--- src/rtl/beam_tx_pkg.sv ---
// beam_tx_pkg: shared state encoding, sizing helper and defaults for the beam transmit sequencer
package beam_tx_pkg;
  typedef enum logic [2:0] {IDLE, ARM, GUARD_ON, FIRE, GUARD_OFF, GAP, FINISH} state_t;
  localparam int DEF_GUARD_CYC = 4;
  function automatic int clog2_min1(input int n);
    return (n <= 1) ? 1 : $clog2(n);
  endfunction
endpackage

--- src/rtl/beam_transmit_sequencer_tx_channel.sv ---
// tx_channel: per-channel delay down-counter and pulse shift register
module tx_channel import beam_tx_pkg::*; #(
  parameter int DELAY_W = 16,
  parameter int PULSE_LEN = 32
) (
  input  logic                 clk,
  input  logic                 rst_n,
  input  logic                 enable,
  input  logic                 load,
  input  logic                 run,
  input  logic [DELAY_W-1:0]   delay,
  input  logic [PULSE_LEN-1:0] shape,
  output logic                 pulse,
  output logic                 sent
);
  localparam int RW = clog2_min1(PULSE_LEN + 1);
  logic [DELAY_W-1:0] cnt;
  logic [PULSE_LEN-1:0] sh;
  logic [RW-1:0] rem;
  logic fire;
  assign fire = run && enable && cnt == '0 && rem != '0;
  always_ff @(posedge clk or negedge rst_n) begin
    if (!rst_n) begin
      cnt <= '0;
      sh <= '0;
      rem <= '0;
      pulse <= 1'b0;
      sent <= 1'b0;
    end else if (load) begin
      cnt <= delay;
      sh <= shape;
      rem <= RW'(PULSE_LEN);
      pulse <= 1'b0;
      sent <= 1'b0;
    end else begin
      pulse <= fire && sh[0];
      if (run && (!enable || (cnt == '0 && rem == '0))) sent <= 1'b1;
      if (run && enable && cnt != '0) cnt <= cnt - DELAY_W'(1);
      if (fire) begin
        sh <= sh >> 1;
        rem <= rem - RW'(1);
      end
    end
  end
endmodule

--- src/rtl/beam_transmit_sequencer.sv ---
// beam_transmit_sequencer: delay-steered multi-channel, multi-burst ultrasound transmit sequencer
module beam_transmit_sequencer import beam_tx_pkg::*; #(
  parameter int NUM_CH = 8,
  parameter int DELAY_W = 16,
  parameter int PULSE_LEN = 32,
  parameter int GUARD_CYC = DEF_GUARD_CYC,
  parameter int BURST_W = 4
) (
  input  logic                            clk,
  input  logic                            rst_n,
  input  logic                            cfg_we,
  input  logic [clog2_min1(NUM_CH)-1:0]   cfg_ch,
  input  logic [DELAY_W-1:0]              cfg_delay,
  input  logic [NUM_CH-1:0]               ch_enable,
  input  logic [PULSE_LEN-1:0]            pulse_shape,
  input  logic [BURST_W-1:0]              burst_count,
  input  logic                            start,
  input  logic                            abort,
  output logic                            busy,
  output logic                            done,
  output logic                            aborted,
  output logic                            cfg_err,
  output logic [NUM_CH-1:0]               tx_pulses,
  output logic [NUM_CH-1:0]               ch_sent,
  output logic                            switch_en
);
  localparam int GC_W = clog2_min1(GUARD_CYC);
  state_t state, nxt;
  logic [GC_W-1:0] gcnt;
  logic [BURST_W-1:0] bursts;
  logic [NUM_CH-1:0] act_en;
  logic [PULSE_LEN-1:0] act_shape;
  logic [DELAY_W-1:0] delay_reg [NUM_CH];
  logic [DELAY_W-1:0] act_delay [NUM_CH];
  logic abort_hit, gdone, load, run;
  assign abort_hit = abort && state != IDLE;
  assign gdone = gcnt == '0;
  assign load = abort_hit || state == ARM || state == GAP;
  assign run = nxt == FIRE;
  always_comb begin
    nxt = state;
    case (state)
      IDLE:      nxt = start ? ARM : IDLE;
      ARM:       nxt = GUARD_ON;
      GUARD_ON:  nxt = gdone ? FIRE : GUARD_ON;
      FIRE:      nxt = &ch_sent ? GUARD_OFF : FIRE;
      GUARD_OFF: nxt = !gdone ? GUARD_OFF : (bursts != '0) ? GAP : FINISH;
      GAP:       nxt = GUARD_ON;
      FINISH:    nxt = IDLE;
      default:   nxt = IDLE;
    endcase
    if (abort_hit) nxt = IDLE;
  end
  always_ff @(posedge clk or negedge rst_n) begin
    if (!rst_n) begin
      state <= IDLE;
      gcnt <= '0;
      bursts <= '0;
      act_en <= '0;
      act_shape <= '0;
      act_delay <= '{default: '0};
      delay_reg <= '{default: '0};
      busy <= 1'b0;
      done <= 1'b0;
      aborted <= 1'b0;
      cfg_err <= 1'b0;
      switch_en <= 1'b0;
    end else begin
      state <= nxt;
      gcnt <= (nxt != state) ? GC_W'(GUARD_CYC - 1) : gcnt - GC_W'(!gdone);
      busy <= nxt != IDLE;
      done <= nxt == FINISH;
      aborted <= abort_hit;
      cfg_err <= cfg_we && state != IDLE;
      switch_en <= nxt inside {GUARD_ON, FIRE, GUARD_OFF};
      if (state == IDLE && start) begin
        act_en <= ch_enable;
        act_shape <= pulse_shape;
        act_delay <= delay_reg;
        bursts <= burst_count - BURST_W'(burst_count != '0);
      end else if (state == GAP) begin
        bursts <= bursts - BURST_W'(1);
      end
      if (cfg_we && state == IDLE && 32'(cfg_ch) < NUM_CH) delay_reg[cfg_ch] <= cfg_delay;
    end
  end
  for (genvar c = 0; c < NUM_CH; c++) begin : g_ch
    tx_channel #(.DELAY_W(DELAY_W), .PULSE_LEN(PULSE_LEN)) u_ch (
      .clk(clk),
      .rst_n(rst_n),
      .enable(act_en[c]),
      .load(load),
      .run(run),
      .delay(act_delay[c]),
      .shape(act_shape),
      .pulse(tx_pulses[c]),
      .sent(ch_sent[c])
    );
  end
endmodule

--- config.mk ---
export PLATFORM = sky130hd
export DESIGN_NAME = beam_transmit_sequencer
export DESIGN_NICKNAME = d
export VERILOG_FILES = /design/src/rtl/beam_tx_pkg.sv /design/src/rtl/beam_transmit_sequencer_tx_channel.sv /design/src/rtl/beam_transmit_sequencer.sv
export SDC_FILE = /design/constraint.sdc
export NUM_CORES = 2
export LEC_CHECK = 0
export ABC_AREA = 1
export BUFFER_PORTS_ARGS = -buffer_cell sky130_fd_sc_hd__buf_2
export CAP_MARGIN = 15
export CORE_MARGIN = 5
export CORE_UTILIZATION = 25
export DETAILED_ROUTE_END_ITERATION = 10
export PLACE_DENSITY = 0.46
export SYNTH_ARGS = -nofsm -noshare
export SYNTH_HDL_FRONTEND = slang
export SYNTH_SLANG_ARGS = --single-unit
--- constraint.sdc ---
create_clock -name clk -period 2.36 [get_ports clk]
set_input_delay 0.236 -clock clk [delete_from_list [all_inputs] [get_ports clk]]
set_output_delay 0.236 -clock clk [all_outputs]
set_load 0.02 [all_outputs]
== Word level (Yosys, flattened, before mapping) ==
Index checks and enable logic that the tools add are counted.

* Register bits after elaboration: 758
* Bits of input ports: 68
* Output and inout bits: 21
* Logic and storage cells: 329

* Add/subtract/negate cells: 19
* $lt $le $gt $ge: 2
* Equality and inequality tests: 10
* Multiplexer cells: 85
* Bitwise gates (word level): 1
* Reductions and logical operators: 146

{| class="wikitable"
|+ Operators by type and width
! kind !! number
|-
| $mux W32 || 16
|-
| $mux W16 || 17
|-
| $bwmux W128 || 1
|-
| $logic_not A16 Y1 || 8
|-
| $reduce_bool A16 Y1 || 8
|-
| $sub A16 B1 Y16 const B || 8
|-
| $mux W6 || 16
|-
| $logic_and A1 B1 Y1 || 61
|-
| $reduce_bool A2 Y1 || 25
|-
| $demux W16 S3 || 1
|-
| $logic_not A6 Y1 || 8
|-
| $reduce_bool A6 Y1 || 8
|-
| $sub A6 B1 Y6 const B || 8
|-
| $mux W1 || 26
|-
| $pmux W3 S5 || 1
|-
| $eq A3 B2 Y1 const B || 4
|-
| $eq A3 B3 Y1 const B || 4
|-
| $logic_or A1 B1 Y1 || 10
|-
| $logic_not A1 Y1 || 9
|-
| $reduce_bool A3 Y1 || 3
|-
| $mux W4 || 2
|-
| $reduce_and A8 Y1 || 1
|-
| $reduce_bool A4 Y1 || 2
|-
| $mux W2 || 3
|-
| other kinds (12) || 13
|}

== Longest topological paths before layout ==
* Word-level depth: 11
* Mapped depth: 14
* Gate-level depth less buffers: 12

== Cells and area by module ==
A second synthesis with hierarchy kept.

* Cell total of the unflattened synthesis: 5,166
* Area total of the unflattened synthesis: 38,617.0 µm²

{| class="wikitable"
|+ By module, submodules not included
! module !! instances !! cells each !! area each (µm²)
|-
| tx_channel at g_ch[0].u_ch ... || 5 || 488 || 3,358.2
|-
| beam_transmit_sequencer || 1 || 1,259 || 11,882.6
|-
| tx_channel at g_ch[5].u_ch ... || 3 || 489 || 3,314.4
|}

== Worst setup path after synthesis ==
OpenSTA, ideal clock, no wires.

* Kind: reg2reg
* From: reg g_ch[4].u_ch.cnt[0]
* To: reg g_ch[4].u_ch.sh[10]
* Arrival time: 1.907 ns
* Required time: 2.244 ns
* Path slack: 0.336 ns
* Stages on the path, launching flop included: 14
* Path buffers: 2
* Cell sequence: dfrtp_1 -> inv_1 -> ha_1 -> nand2_1 -> nor2_1 -> nand4_1 -> nor2_2 -> nand2_1 -> inv_1 -> nand2_1 -> buf_2 -> buf_2 -> nand3_1 -> nand2_1

* Word-level cells in the longest chain between the ends: 4

{| class="wikitable"
|+ RTL lines
! item !! line !! source
|-
| from (decl) || beam_transmit_sequencer_tx_channel.sv:17 || <nowiki>logic [DELAY_W-1:0] cnt;</nowiki>
|-
| from (signal assigned) || beam_transmit_sequencer_tx_channel.sv:30 || <nowiki>cnt <= delay;</nowiki>
|-
| from (signal assigned) || beam_transmit_sequencer_tx_channel.sv:38 || <nowiki>if (run && enable && cnt != '0) cnt <= cnt - DELAY_W'(1);</nowiki>
|-
| $logic_not A16 Y1 || beam_transmit_sequencer_tx_channel.sv:21 || <nowiki>assign fire = run && enable && cnt == '0 && rem != '0;</nowiki>
|-
| $logic_and A1 B1 Y1 (2 in series) || beam_transmit_sequencer_tx_channel.sv:21 ||
|-
| $reduce_bool A2 Y1 (no line) || - ||
|-
| to (signal assigned) || beam_transmit_sequencer_tx_channel.sv:31 || <nowiki>sh <= shape;</nowiki>
|-
| to (signal assigned) || beam_transmit_sequencer_tx_channel.sv:40 || <nowiki>sh <= sh >> 1;</nowiki>
|-
| to (decl) || beam_transmit_sequencer_tx_channel.sv:18 || <nowiki>logic [PULSE_LEN-1:0] sh;</nowiki>
|}

Every way passes these cells.
A chain may end at the register's enable or synchronous reset.

== Worst setup path after layout ==
* From: reg state[2]
* To: reg g_ch[0].u_ch.sh[15]

* Word-level cells in the longest chain between the ends: 9

{| class="wikitable"
|+ RTL lines
! item !! line !! source
|-
| from (decl) || beam_transmit_sequencer.sv:28 || <nowiki>state_t state, nxt;</nowiki>
|-
| from (signal assigned) || beam_transmit_sequencer.sv:69 || <nowiki>state <= nxt;</nowiki>
|-
| $eq A3 B1 Y1 or $eq A3 B3 Y1 (tied branches) || beam_transmit_sequencer.sv:38, beam_transmit_sequencer.sv:42 ||
|-
| $reduce_or A2 Y1 (no line) || - ||
|-
| $pmux W3 S5 || beam_transmit_sequencer.sv:42 || <nowiki>case (state)</nowiki>
|-
| $mux W3 || beam_transmit_sequencer.sv:52 || <nowiki>if (abort_hit) nxt = IDLE;</nowiki>
|-
| $eq A3 B2 Y1 || beam_transmit_sequencer.sv:39 || <nowiki>assign run = nxt == FIRE;</nowiki>
|-
| $logic_and A1 B1 Y1 (3 in series) || beam_transmit_sequencer_tx_channel.sv:21 ||
|-
| $reduce_bool A2 Y1 (no line) || - ||
|-
| to (signal assigned) || beam_transmit_sequencer_tx_channel.sv:31 ||
|-
| to (signal assigned) || beam_transmit_sequencer_tx_channel.sv:40 ||
|-
| to (decl) || beam_transmit_sequencer_tx_channel.sv:18 ||
|}

Parallel ways exist; a longest one is shown, timed or not.

==> metrics <==
outcome=complete, no violations; CP Max Fanout=10; Final Hold Violating Endpoints=0; clock slew seen by the registers of the worst setup and hold paths=about 0.060 ns; I/O pin cnt=89; logic gate share of total power=0.425; Net Sw Power=0.0255 W; clock buffer depth=3; WP data required=2.93 ns; CP Cell Sequence=inv_2 -> nand3_4 -> nor2_4 -> a21oi_2 -> nand2_4 -> nand3_4 -> buf_6 -> buf_6 -> nor2_4 -> nand2_8 -> clkbuf_16 -> nand3_1 -> nand2_1; # setup viols final=0; Wirelength per Cell=16.4 um; largest cells by area after synthesis=dfrtp_1, nand2_1, nand3_1; cells on worst reg2reg path=13; highest-count cells in the layout ignoring fill and taps=nand2_1, dfrtp_1, nand3_1; setup tns final=0 ns; area leader, netlist=dfrtp_1; Initial Util=0.252; Max Slew Vio Count=0; total gr overflow=0; worst reg2reg endpoint=g_ch[0].u_ch.sh[15]$_DFFE_PN0P_; syn avg cell area=roughly 7.6 um2; ys flop type=dfrtp_1; CP Launch Type=register; Ys Warns=0; CP delay by family, top=simple AND/OR/NAND/NOR gates; H-tree depth=3; TritonCTS buffer count=between 80 and 90; Seq pwr share=0.345; final-stage net count=5101; Max VDD drop=0.000623 V; final period utilization=0.964; R2R setup slack=0.09 ns; die area=0.154 mm2; Clk Latency, worst-skew pair=0.70 ns; worst path arrival time=between 2 and 3 ns; internal power=0.0368 W; Routability Congestion=between 0.8 and 0.9; final WL=115000 um; Root Driver=clkbuf_16; Port Buffers=88; # clock sinks=758; Post-synth EDFFs=0; total core area=0.146 mm2; most common cell after layout, fill and taps aside=nand2_1; Slew @ Worst Pin=0.853 ns; row count=140; CP Capture Type=register; die span in y=slightly below 400 um; Syn Inst Count=4805; ratio of cells with drive above 1 in the final layout=0.109; Peak Freq=440 MHz; critical path class=register to register; Final Core Density=0.309; drt pass-1 iters=5; Hold WC Path Type=input pin to register; Yosys top cell area share=0.517; Final ANT Viol Nets=0; Fillers=15800; gr usage total=0.142; Critical Path End=g_ch[0].u_ch.sh[15]$_DFFE_PN0P_; clock network power share=0.230; CTS tree=built; max-cap violations=0; Detailed Route Iter0 Violations=2309; Switching Share=0.410; area grow syn2layout=22.8%; Yosys cell types=44; Yosys reg bits=758; Final min period=2.27 ns; Detailed Place HPWL=71600 um; WP depth=13; first-pass GRT wire length=174000 um; Power Density=1380 mW/mm2; post-synthesis sequential area ratio=0.517; Relative slew margins=0.431; area of the mapped netlist=0.0367 mm2; net count after synthesis=about 4900; die width=393 um; DRC=0; vias in the first global route=30000; leakage=23.3 nW; asr flop ratio synth=1.00; max reg flops=256; delay of the slowest critical-path stage=0.42 ns; crit path launch=state[2]$_DFF_PN0_; drt via density=roughly 4.5; RSZ-0062 raised after global routing=true; CP bufs+invs=4; CP max stage cell=dfrtp_1; Via Count=31200; FF-to-FF Start=state[2]$_DFF_PN0_; clock skew=between 0.03 and 0.04 ns; pin count of the biggest net entering global routing=approximately 100; initial antenna violation count=8; Top reg by flops=g_ch.u_ch.sh
[power groups by stage]
stage / clock [W] / combinational, W / sequential [W]
3_5_place_dp: 0 / 0.0256 / 0.0217
4_1_cts: 0.0148 / 0.0257 / 0.0215
2_1_floorplan: 0 / 0.0175 / 0.0208
3_3_place_gp: 0 / 0.0252 / 0.0216
6_report: 0.0143 / 0.0265 / 0.0215
5_1_grt: 0.0152 / 0.0303 / 0.0222
[logic make-up (layout without fill, tap and decap cells)]
| logic type | count (synthesis) | in the layout | share of synthesized area |
|---|---|---|---|
| xor+xnor | 69 | 69 | 0.0165 |
| other cells | 0 | 2 | 0 |
| flops | 758 | 758 | 0.517 |
| simple gates | 2976 | 2976 | 0.331 |
| buf+inv | 526 | 800 | 0.0602 |
| compound gates | 450 | 450 | 0.0665 |
| fa+ha+maj | 26 | 26 | 0.00887 |
[how the worst min path moves through the flow]
stage	from	end	slack (ns)	cells past startpoint
2_1_floorplan	rst_n	aborted$_DFF_PN0_	-0.06	0
4_1_cts	cfg_delay[12]	delay_reg[44]$_DFFE_PN0P_	0.002	4
5_1_grt	cfg_delay[6]	delay_reg[38]$_DFFE_PN0P_	0.03	4
3_3_place_gp	rst_n	g_ch[5].u_ch.sh[25]$_DFFE_PN0P_	0.22	1
3_5_place_dp	rst_n	g_ch[5].u_ch.sh[25]$_DFFE_PN0P_	0.22	1
6_report	cfg_delay[6]	delay_reg[86]$_DFFE_PN0P_	0.06	4
[worst min-delay path, cell delays in order]
cell     delay [ns]
buf_2          0.07
inv_1          0.03
buf_4          0.20
a21oi_1        0.14
[routing by layer]
metal / vias to the layer above / share of wire / track usage
li1: 15600 / - / -
met1: 14900 / 0.51 / 0.211
met2: 540 / 0.43 / 0.219
met3: 113 / 0.043 / 0.0184
met4: 0 / 0.017 / 0.0310
met5: - / 0 / 0
[synth_stat cells, types with 5 or more instances]
cell type	instances
dfrtp_1	758
inv_2	7
buf_1	15
xnor2_1	24
nor3_1	29
o21a_1	5
a31oi_1	5
a21oi_1	137
buf_2	110
nor2_1	359
buf_4	22
nand3_1	542
nand4_1	16
xor2_1	45
nand4_2	7
o22ai_1	10
o21bai_2	13
clkbuf_1	112
a22oi_1	8
inv_1	256
o21ai_0	261
ha_1	26
nand2_1	1995
[layout make-up]
class	count	area, um2	share of cell area
clock inverter	28	347	0.00769
inverter	265	1000	0.0223
sequential	758	19000	0.421
timing repair buffer	372	3910	0.0869
multi-input combinational	3521	15700	0.349
clock buffer	135	2690	0.0597
tap	1917	2400	0.0532
antenna	2	5.00	0.000111
[through the flow]
stage / area [um2] / power [W] / instances / worst slack, ns / hold slack [ns]
5_1_grt: 45000 / 0.0677 / 6996 / -0.00967 / 0.0342
6_report: 45000 / 0.0623 / 6998 / 0.0858 / 0.0554
4_1_cts: 44400 / 0.0620 / 6968 / 0.00266 / 0.00198
3_5_place_dp: 40800 / 0.0472 / 6755 / 0.0426 / 0.223
3_3_place_gp: 40800 / 0.0469 / 6755 / 0.0687 / 0.224
2_1_floorplan: 36700 / 0.0383 / 4805 / 0.336 / -0.0596
[repair_timing]
| action | in CTS | in global routing |
|---|---|---|
| endpoints found under the setup margin | 7 | 426 |
| hold endpoints to repair | 587 | 0 |
| hold buffers | 50 | 0 |
| pin swaps | 1 | 11 |
| buffers inserted | 0 | 12 |
| resized for setup | 1 | 45 |
| gates cloned | 0 | 16 |
Note: power is estimated with default switching activity, not from simulation.
